<file path="src/rtl/ram_arb_pkg.sv">
// rtl/ram_arb_pkg.sv - shared types and defaults for the two-port RAM arbiter
package ram_arb_pkg;

    localparam int MAX_BURST_DEF = 4;
    localparam int PRIO_DEF      = 0;

    // Grant history: which requester won the most recent accepted access
    typedef enum logic [1:0] {
        OWN_NONE = 2'd0,
        OWN_0    = 2'd1,
        OWN_1    = 2'd2
    } owner_t;

    // Registered command driven to the RAM one cycle after accept
    typedef struct packed {
        logic       valid;
        logic       we;
        logic [7:0] addr;
        logic [7:0] wdata;
        logic       id;
    } ram_cmd_t;

endpackage

</file>
<file path="src/rtl/ram_arb_pick.sv">
// rtl/ram_arb_pick.sv - combinational winner/grant selection with burst limiting
module ram_arb_pick
    import ram_arb_pkg::*;
#(
    parameter int MAX_BURST = MAX_BURST_DEF,
    parameter int PRIO      = PRIO_DEF
) (
    input  logic       req0,
    input  logic       req1,
    input  owner_t     owner,
    input  logic [3:0] burst_cnt,
    output logic       win_valid,
    output logic       win_id,
    output logic       gnt0,
    output logic       gnt1
);

    localparam logic [3:0] BURST_LIM = 4'(MAX_BURST);
    localparam logic       PRIO_ID   = (PRIO != 0);

    // Pick the winner; under contention the last winner keeps the RAM until its burst is used up
    always_comb begin
        win_valid = req0 | req1;
        win_id    = req1;
        if (req0 && req1) begin
            case (owner)
                OWN_0:   win_id = (burst_cnt < BURST_LIM) ? 1'b0 : 1'b1;
                OWN_1:   win_id = (burst_cnt < BURST_LIM) ? 1'b1 : 1'b0;
                default: win_id = PRIO_ID;
            endcase
        end
        gnt0 = win_valid & ~win_id;
        gnt1 = win_valid &  win_id;
    end

endmodule

</file>
<file path="src/rtl/ram_arbiter.sv">
// rtl/ram_arbiter.sv - shares one 256x8 single-port RAM between two requesters
module ram_arbiter
    import ram_arb_pkg::*;
#(
    parameter int MAX_BURST = MAX_BURST_DEF,
    parameter int PRIO      = PRIO_DEF
) (
    input  logic       clk,
    input  logic       n_reset,
    input  logic       req0,
    input  logic       req1,
    input  logic       we0,
    input  logic       we1,
    input  logic [7:0] addr0,
    input  logic [7:0] addr1,
    input  logic [7:0] wdata0,
    input  logic [7:0] wdata1,
    output logic       gnt0,
    output logic       gnt1,
    output logic [7:0] rdata0,
    output logic [7:0] rdata1,
    output logic       rvalid0,
    output logic       rvalid1,
    output logic       n_cs,
    output logic       n_oe,
    output logic       n_we,
    output logic [7:0] ram_address,
    output logic [7:0] ram_data_in,
    input  logic [7:0] ram_data_out
);

    owner_t     owner_q, owner_d;
    logic [3:0] burst_q, burst_d;
    ram_cmd_t   cmd_q, cmd_d;
    logic [7:0] rdata0_q, rdata0_d, rdata1_q, rdata1_d;
    logic       rvalid0_q, rvalid0_d, rvalid1_q, rvalid1_d;

    logic win_valid, win_id, pick_gnt0, pick_gnt1, accept;

    ram_arb_pick #(
        .MAX_BURST (MAX_BURST),
        .PRIO      (PRIO)
    ) u_pick (
        .req0      (req0),
        .req1      (req1),
        .owner     (owner_q),
        .burst_cnt (burst_q),
        .win_valid (win_valid),
        .win_id    (win_id),
        .gnt0      (pick_gnt0),
        .gnt1      (pick_gnt1)
    );

    // Grants are suppressed while reset is held so nothing is advertised as accepted
    assign gnt0   = pick_gnt0 & n_reset;
    assign gnt1   = pick_gnt1 & n_reset;
    assign accept = win_valid & n_reset;

    // Next command, grant history and burst count; idle cycles keep history and address/data
    always_comb begin
        cmd_d       = cmd_q;
        cmd_d.valid = 1'b0;
        owner_d     = owner_q;
        burst_d     = burst_q;
        if (accept) begin
            cmd_d.valid = 1'b1;
            cmd_d.we    = win_id ? we1    : we0;
            cmd_d.addr  = win_id ? addr1  : addr0;
            cmd_d.wdata = win_id ? wdata1 : wdata0;
            cmd_d.id    = win_id;
            owner_d     = win_id ? OWN_1 : OWN_0;
            if (owner_q == owner_d) begin
                burst_d = (burst_q == 4'hF) ? burst_q : burst_q + 4'd1;
            end else begin
                burst_d = 4'd1;
            end
        end
    end

    // Read return: capture RAM data at the end of the read cycle and route it by requester id
    always_comb begin
        rvalid0_d = cmd_q.valid & ~cmd_q.we & ~cmd_q.id;
        rvalid1_d = cmd_q.valid & ~cmd_q.we &  cmd_q.id;
        rdata0_d  = rvalid0_d ? ram_data_out : rdata0_q;
        rdata1_d  = rvalid1_d ? ram_data_out : rdata1_q;
    end

    // State registers; reset clears the command so the strobes drop without a clock
    always_ff @(posedge clk or negedge n_reset) begin
        if (!n_reset) begin
            owner_q   <= OWN_NONE;
            burst_q   <= 4'd0;
            cmd_q     <= '0;
            rdata0_q  <= 8'd0;
            rdata1_q  <= 8'd0;
            rvalid0_q <= 1'b0;
            rvalid1_q <= 1'b0;
        end else begin
            owner_q   <= owner_d;
            burst_q   <= burst_d;
            cmd_q     <= cmd_d;
            rdata0_q  <= rdata0_d;
            rdata1_q  <= rdata1_d;
            rvalid0_q <= rvalid0_d;
            rvalid1_q <= rvalid1_d;
        end
    end

    assign n_cs        = ~cmd_q.valid;
    assign n_oe        = ~(cmd_q.valid & ~cmd_q.we);
    assign n_we        = ~(cmd_q.valid &  cmd_q.we);
    assign ram_address = cmd_q.addr;
    assign ram_data_in = cmd_q.wdata;
    assign rdata0      = rdata0_q;
    assign rdata1      = rdata1_q;
    assign rvalid0     = rvalid0_q;
    assign rvalid1     = rvalid1_q;

endmodule

</file>
<file path="config.mk">
export PLATFORM = sky130hd
export DESIGN_NAME = ram_arbiter
export DESIGN_NICKNAME = d
export VERILOG_FILES = /design/src/rtl/ram_arb_pkg.sv /design/src/rtl/ram_arb_pick.sv /design/src/rtl/ram_arbiter.sv
export SDC_FILE = /design/constraint.sdc
export NUM_CORES = 1
export LEC_CHECK = 0
export CORE_MARGIN = 2
export CORE_UTILIZATION = 45
export CTS_CLUSTER_SIZE = 24
export DETAILED_ROUTE_END_ITERATION = 10
export GPL_ROUTABILITY_DRIVEN = 1
export PLACE_DENSITY = 0.8
export SKIP_LAST_GASP = 1
export SLEW_MARGIN = 40
export SYNTH_ARGS = -nofsm -noshare
export SYNTH_HDL_FRONTEND = slang
export SYNTH_SLANG_ARGS = --single-unit
</file>
<file path="constraint.sdc">
create_clock -name clk -period 1.7 [get_ports clk]
set_input_delay 0.255 -clock clk [delete_from_list [all_inputs] [get_ports clk]]
set_output_delay 0.255 -clock clk [all_outputs]
set_load 0.1 [all_outputs]
</file>
Yosys cells after proc, flatten, opt, wreduce, memory -nomap -nowiden
Cells that the tools add are included.
{"block": "word_totals", "reg_bits": 43, "inputBits": 46, "output_inout_bits": 39, "word_cells": 47}
{"block": "op_classes", "addsub": 1, "order_cmp": 1, "eq_ne": 5, "muxes": 11, "bitwise": 16, "n_reduce_logical": 2}
{"op": "19-bit 2-to-1 mux", "count": 1}
{"op": "8-bit 2-to-1 mux", "count": 2}
{"op": "1-bit AND", "count": 9}
{"op": "4-bit 2-to-1 mux", "count": 2}
{"op": "1-bit inverter", "count": 6}
{"op": "4-bit by 1-bit adder with 4-bit output, second input constant", "count": 1}
{"op": "4-bit == test, second input constant", "count": 1}
{"op": "4-bit by 3-bit < comparator with 1-bit output, second input constant", "count": 1}
{"op": "1-bit 2-to-1 mux", "count": 4}
{"op": "2-bit by 1-bit == test with 1-bit output, second input constant", "count": 1}
{"op": "2-bit == test", "count": 1}
{"op": "2-bit == test, second input constant", "count": 1}
{"op": "2-bit 2-to-1 mux", "count": 1}
{"op": "2-bit != test, second input constant", "count": 1}
{"op": "1-bit one-hot mux with 2 select lines", "count": 1}
{"op": "2-bit AND reduction", "count": 1}
{"op": "1-bit logical AND", "count": 1}
{"op": "1-bit OR", "count": 1}

Depth between registers and ports, before layout
Gate-level depths: netlist (run 1).
{"block": "logic_depth", "word_depth": 8, "depth_mapped": 6, "mapped_depth_nobuf": 5}

Modules after synthesis
From an unflattened synthesis (run 1), not the netlist that was laid out.
{"block": "hier_totals", "cells_unflattened": 175, "hier_area_um2": 1964.4}
{"module": "ram_arbiter", "instances": 1, "cells_per_inst": 167, "area_each_um2": 1910.6, "seq_area_each_um2": 1051.0}
{"module": "ram_arb_pick", "instances": 1, "cells_per_inst": 8, "area_each_um2": 53.8, "seq_area_each_um2": 0.0}

Worst setup path before layout (run 1)
No wires, ideal clock.
{"block": "synth_timing", "path_type": "register -> output", "startpoint": "register burst_q[2]", "endpoint": "output gnt0", "t_arrival_ps": 2585, "t_required_ps": 1445, "setup_slack_ps": -1140, "path_stages_with_launch": 5, "cell_sequence": "dfrtp_1 nor2_4 mux2_4 buf_4 a21oi_1"}
{"block": "synth_between", "elab_chain_len": 7, "word_cells_on_any_way": 8}
{"item": "from (decl)", "line_no": "ram_arbiter.sv:33", "source": "logic [3:0] burst_q, burst_d;"}
{"item": "from (signal assigned)", "line_no": "ram_arbiter.sv:100", "source": "burst_q <= burst_d;"}
{"item": "4-bit by 3-bit < comparator with 1-bit output (*)", "line_no": "ram_arb_pick.sv:27, ram_arb_pick.sv:28"}
{"item": "1-bit 2-to-1 mux (on tied branches)", "line_no": "ram_arb_pick.sv:28, ram_arb_pick.sv:27"}
{"item": "1-bit one-hot mux with 2 select lines (*)", "line_no": "ram_arb_pick.sv:26", "source": "case (owner)"}
{"item": "1-bit 2-to-1 mux (*)", "line_no": "ram_arb_pick.sv:25", "source": "if (req0 && req1) begin"}
{"item": "1-bit inverter (*)", "line_no": "ram_arb_pick.sv:32", "source": "gnt0 = win_valid & ~win_id;"}
{"item": "1-bit AND (*)", "line_no": "ram_arb_pick.sv:32"}
{"item": "1-bit AND (*)", "line_no": "ram_arbiter.sv:55", "source": "assign gnt0 = pick_gnt0 & n_reset;"}
{"item": "to (decl)", "line_no": "ram_arbiter.sv:18", "source": "output logic gnt0,"}
Every way passes the cells marked *; elsewhere a longest branch is shown, timed or not.

Final worst setup path (run 1)
{"block": "layout_timing", "startpoint": "register owner_q[1]", "endpoint": "output gnt0"}
{"block": "layout_between", "elab_chain_len": 6, "word_cells_on_any_way": 7}
{"item": "from (decl)", "line_no": "ram_arbiter.sv:32", "source": "owner_t owner_q, owner_d;"}
{"item": "from (signal assigned)", "line_no": "ram_arbiter.sv:99", "source": "owner_q <= owner_d;"}
{"item": "2-bit == test / 2-bit by 1-bit == test with 1-bit output (equally long branches)", "line_no": "ram_arb_pick.sv:26"}
{"item": "1-bit one-hot mux with 2 select lines (*)", "line_no": "ram_arb_pick.sv:26"}
{"item": "1-bit 2-to-1 mux (*)", "line_no": "ram_arb_pick.sv:25"}
{"item": "1-bit inverter (*)", "line_no": "ram_arb_pick.sv:32"}
{"item": "1-bit AND (*)", "line_no": "ram_arb_pick.sv:32"}
{"item": "1-bit AND (*)", "line_no": "ram_arbiter.sv:55"}
Marks and branches as above.

==> qor.csv, run 1 <==
metric,value,unit
violations,negative setup slack,
multi_input_area,0.001147,sq mm
place.gp.congestion,0.7726,
finalMaxSlewViolations,0,
dp.final_hpwl,5.226,mm
synth_cell_type_count,45,
nets,393,
syn_area,0.002411,sq mm
cp-start-kind,flop,
synthFlopType,dfrtp_1,
initial_utilization,0.4691,
drive_above_1_share,0.3141,
grt_pass1_vias,2466,
cp.arrival,1.57,ns
n_antenna_cell,0,
synth-seq-area-share,0.4359,
cp_max_fo,3,
worstRegToRegCells,6,
status,finished with violations,
final-seq-area,0.001051,sq mm
p_leak,1.715,nW
max_freq,547.9,MHz
r2r-end,ram_data_in[4],
vias_per_cell,5.707,
first_pass_iters,4,
final_cell_mix,"clkdlybuf4s50_1, dfrtp_1, buf_12",
timing.final.ws_setup,-0.1252,ns
critPathKind,reg -> out,
maxSlewHeadroom,0.7207,
cts_tree,yes,
die_area,0.005959,sq mm
insertion_delay,0.30,ns
worstHoldPathType,in -> async,
finalClockSkew,0.008903,ns
cts_made_buffers,5,
io_pins,85,
root_buffer,clkbuf_8,
area_delta_synth_final,64.50,%
drt-total-wl,7.537,mm
worstPathRequired,1.44,ns
hold_ws,0.1337,ns
grt_pass1_wl,11.99,mm
drc,0,
r2r_setup_slack,-0.07,ns
htree_levels,2,
worstReg2RegStart,owner_q[1],
rsz0062_at_grt,true,
syn_area_per_cell,9.683,sq um
async_reset_ff_frac,1.000,
synthCells,249,
cp-startpoint,owner_q[1],
layout_commonest_cell,clkdlybuf4s50_1,
min_period,1.825,ns
peakVddDrop,0.001359,V
p_per_area,1849,mW/mm^2
synth_warnings,0,
clock_path_buffers,2,
hold_viol,0,
finish.utilization,0.7717,
drt_iter0_markers,249,
portBuffers,84,
synthesis.nets,296,
grt_overflow,0,
grt_start_max_net_pins,36,
cp-end-kind,output port,
dpl_worst_slack,-0.1392,ns
synth_edf_count,0,
grtUsageTotal,0.2521,
finalCritPeriodShare,1.074,
maxCapViolations,0,
antenna_found_initial,0,
fp.coreArea,0.005140,sq mm
die_y,77.20,um
path_clk_slew,0.09,ns
dieWidth,77.20,um
wl_per_cell,18.07,um
worst_pin_slew,0.4189,ns
clock_sinks,42,
synth_seq_cells,42,
vias,2380,
ant_nets,0,
fill_cells,334,
num_rows,26,
final-setup-viol-count,8,
[worst max-delay path, cell delays in order, from the launching register on]
cell     delay, ns
dfrtp_1       0.43
and2b_4       0.20
mux2_4        0.28
a21oi_4       0.17
buf_12        0.19
[layer usage]
layer	up-vias	wire length (um)	track usage
met5	-	0	0
met4	0	189	0.1071
met3	19	445	0.04471
met2	103	3987	0.4383
met1	1156	2915	0.3058
li1	1102	-	-
[worst max-delay path by stage]
stage | endpoint | cells past startpoint | slack, ns
2_1_floorplan | gnt0 | 4 | -0.19
4_1_cts | gnt0 | 4 | -0.11
6_report | gnt0 | 4 | -0.13
3_5_place_dp | burst_q[0] | 6 | -0.14
5_1_grt | gnt0 | 4 | -0.17
3_3_place_gp | burst_q[0] | 6 | -0.04
[state kept, by name, summed over array words and instances, names as in the netlist]
register and count:
cmd_q 2, rvalid0 1, burst_q 4, ram_address 8
owner_q 2, rdata1 8, rdata0 8, rvalid1 1
ram_data_in 8
[final cells by class]
cell class	instances	area share
multi-input combinational	167	0.2893
sequential	42	0.2650
clock inverter	3	0.01009
inverter	8	0.007571
clock buffer	5	0.01735
tap	70	0.02208
timing repair buffer	122	0.3886
[cell families after synthesis]
group / count (synthesis) / share of synthesized area
fa+ha+maj: 1 / 0.005189
simple gates: 81 / 0.1738
mux: 11 / 0.05345
buf+inv: 40 / 0.1131
compound gates: 74 / 0.2185
flops: 42 / 0.4359
[cell usage after synthesis (4+ instances only)]
cell        n  area (sq um)
a21oi_1    16         80.08
buf_2       5         25.02
buf_4      17         127.6
clkbuf_1    4         15.01
dfrtp_1    42          1051
inv_1       7         26.28
mux2_2      8         90.09
nand2_1    31         116.4
nand2b_1   14         87.58
nor2_1      5         18.77
nor3_1      7         35.03
o22ai_1    25         156.4
o2bb2ai_1   4         35.03
o311a_1    11         110.1
or3_1       9         56.30
[per-stage QoR]
| step | cells | power [mW] | TNS, ns | area, sq um |
|---|---|---|---|---|
| 2_1_floorplan | 249 | 4.675 | -0.3837 | 2441 |
| 3_3_place_gp | 401 | 6.321 | -0.1944 | 3759 |
| 3_5_place_dp | 401 | 6.433 | -1.039 | 3759 |
| 4_1_cts | 414 | 7.264 | -0.3132 | 3913 |
| 5_1_grt | 417 | 7.584 | -0.9166 | 3966 |
| 6_report | 417 | 7.335 | -0.4690 | 3966 |
[repair_timing]
item	CTS	global route
pin swaps	1	4
hold buffers	1	0
buffers inserted	4	4
hold endpoints to repair	3	0
setup endpoints to repair	2	17
resized for setup	1	9
[report_power, final]
part / switching (mW) / internal [mW] / total, mW
clock network: 0.354 / 0.432 / 0.786
registers: 0.402 / 1.34 / 1.74
logic: 2.99 / 1.82 / 4.81
Power figures use the tool's default switching activity.
==> inputs of run 2 (changes only) <==
- CTS_CLUSTER_DIAMETER: unset -> 200
==> results of run 2 <==
Same layout as run 1: the final DEF is identical, and so are final timing and power.
==> inputs of run 3 (changes only) <==
- CORE_UTILIZATION: 45 -> 63
- DONT_BUFFER_PORTS: unset -> 1
- PLACE_DENSITY: 0.8 -> 0.79
==> qor.csv, run 3 (synthesis gave the netlist of run 1 again) <==
metric,value,unit,change
status,finished with violations,,
violations,negative setup slack,,
cp-start-kind,flop,,
internal_power,2.616,mW,-27%
fin_cells,332,,-20%
drt_iter0_markers,164,,-34%
finalClockSkew,0.008025,ns,-0.0008780 ns
cp-end-kind,output port,,
wl_per_cell,17.83,um,-1.3%
p_leak,1.270,nW,-26%
grt_pass1_vias,2034,,-18%
grt_pass1_wl,9.549,mm,-20%
hold_viol,0,,unchanged
num_rows,22,,-15%
nets,330,,-16%
initial_utilization,0.6586,,+0.1895
seqPwrFrac,0.256,,+0.019
place.gp.congestion,0.8493,,+9.9%
placed_area,0.002635,sq mm,-30%
final_cell_mix,"buf_4, dfrtp_1, nand2_1",,
io_pins,85,,unchanged
timing.final.ws_setup,-0.1291,ns,-0.003938 ns
portBuffers,0,,-100%
cp.arrival,1.57,ns,about the same
grt_overflow,0,,unchanged
maxSlewHeadroom,0.6720,,-0.04877
drive_above_1_share,0.3063,,-0.007783
power.switching,3.447,mW,-8.1%
hold_ws,0.05360,ns,-0.08009 ns
dieWidth,65.87,um,-15%
root_buffer,clkbuf_8,,
worstPathRequired,1.44,ns,about the same
drt-total-wl,5.920,mm,-21%
grt_start_max_net_pins,43,,+19%
die_area,0.004338,sq mm,-27%
comb_power_share,0.632,,-0.024
maxCapViolations,0,,unchanged
power_frac_clock,0.112,,+0.005
p_per_area,2129,mW/mm^2,+15%
cpMaxStageDelayCell,dfrtp_1,,
vias,2087,,-12%
peakVddDrop,0.0009463,V,-30%
antenna_found_initial,0,,unchanged
max_freq,546.7,MHz,-0.22%
critPathKind,reg -> out,,
min_period,1.829,ns,+0.003938 ns
vias_per_cell,6.286,,+10%
finish.utilization,0.7779,,+0.006189
worstHoldPathType,in -> reg,,
n_antenna_cell,0,,unchanged
dp.final_hpwl,3.851,mm,-26%
ant_nets,0,,unchanged
path_cells,nor2_4 -> mux2i_2 -> a21oi_4 -> buf_8,,
grtUsageTotal,0.2922,,+0.04015
area_delta_synth_final,18.11,%,
path_clk_slew,0.08,ns,about the same
clock_path_buffers,2,,unchanged
clock_sinks,42,,unchanged
cts_tree,yes,,
drc,0,,unchanged
worst_pin_slew,0.4920,ns,+0.07316 ns
dp.cells,314,,-22%
cts_made_buffers,5,,unchanged
setup_tns,-0.9377,ns,-0.4687 ns
final-setup-viol-count,13,,+5
finalCritPeriodShare,1.076,,+0.002316
insertion_delay,0.30,ns,about the same
rsz0062_at_grt,true,,
finalMaxSlewViolations,0,,unchanged
first_pass_iters,4,,unchanged
die_y,65.87,um,-15%
cp_max_fo,3,,unchanged
slowest_delay,0.42,ns,about the same
fp.coreArea,0.003661,sq mm,-29%
layout_commonest_cell,buf_4,,
final_area,0.002848,sq mm,-28%
p_sw_frac,0.5685,,+0.05738
htree_levels,2,,unchanged
==> run 3: cell types whose count changed in the layout (fill, tap and decap cells not counted), moves of 2 or more <==
cell             change
buf_6                -2
clkdlybuf4s50_1     -44
buf_4               +20
buf_12              -37
==> run 3: final cells by class <==
cell class	instances	area (sq um)
inverter	8	30.03
clock buffer	6	82.58
sequential	42	1051
fill	260	813.3
tap	48	60.06
clock inverter	2	12.51
timing repair buffer	59	498.0
multi-input combinational	167	1114
==> run 3: final timing paths <==
kind,from,endpoint,slack [ns],cells past startpoint
max reg2reg,burst_q[3],ram_data_in[6],-0.09,6
min reg2reg,rdata1[6],rdata1[6],0.49,2
min in group asynchronous,n_reset,ram_data_in[2],0.41,2
min,ram_data_out[6],rdata1[6],0.05,2
max,burst_q[3],gnt1,-0.13,4
max in group asynchronous,n_reset,ram_address[2],1.09,2
==> run 3: power by group through the flow <==
stage / Clock, mW / Combinational (mW) / Sequential (mW)
5_1_grt: 0.713 / 3.99 / 1.59
3_3_place_gp: 0 / 3.62 / 1.55
2_1_floorplan: 0 / 1.71 / 2.97
3_5_place_dp: 0 / 3.67 / 1.57
4_1_cts: 0.673 / 3.73 / 1.55
6_report: 0.676 / 3.83 / 1.55
==> run 3: through the flow <==
step / setup slack [ns] / total power, mW
global route: -0.1753 / 6.292
global placement: 0.1126 / 5.163
detailed placement: 0.06707 / 5.234
CTS: -0.1169 / 5.960
floorplan: -0.1871 / 4.675
finish: -0.1291 / 6.063
==> run 3: what timing repair did <==
action                                  CTS  global route
resized for setup                         2             2
buffers inserted                          2             6
endpoints found under the setup margin    2            10
pin swaps                                 2             1
hold buffers                              2             0
hold endpoints to repair                 42             0
==> run 3: per-layer routing <==
metal	vias to the layer above	global-route usage	wire length, um
met5	-	0	0
met3	7	0.06985	531
li1	972	-	-
met2	95	0.4836	2995
met4	0	0.1172	68
met1	1013	0.3678	2325
==> run 3: critical path, delay by kind of cell (launching register included) <==
kind,cells,cell delay (ns)
flip-flops,1,0.42
multiplexers,1,0.38
buffers and inverters,1,0.19
AND/OR/NAND/NOR,1,0.16
AO/OA/AOI/OAI,1,0.12
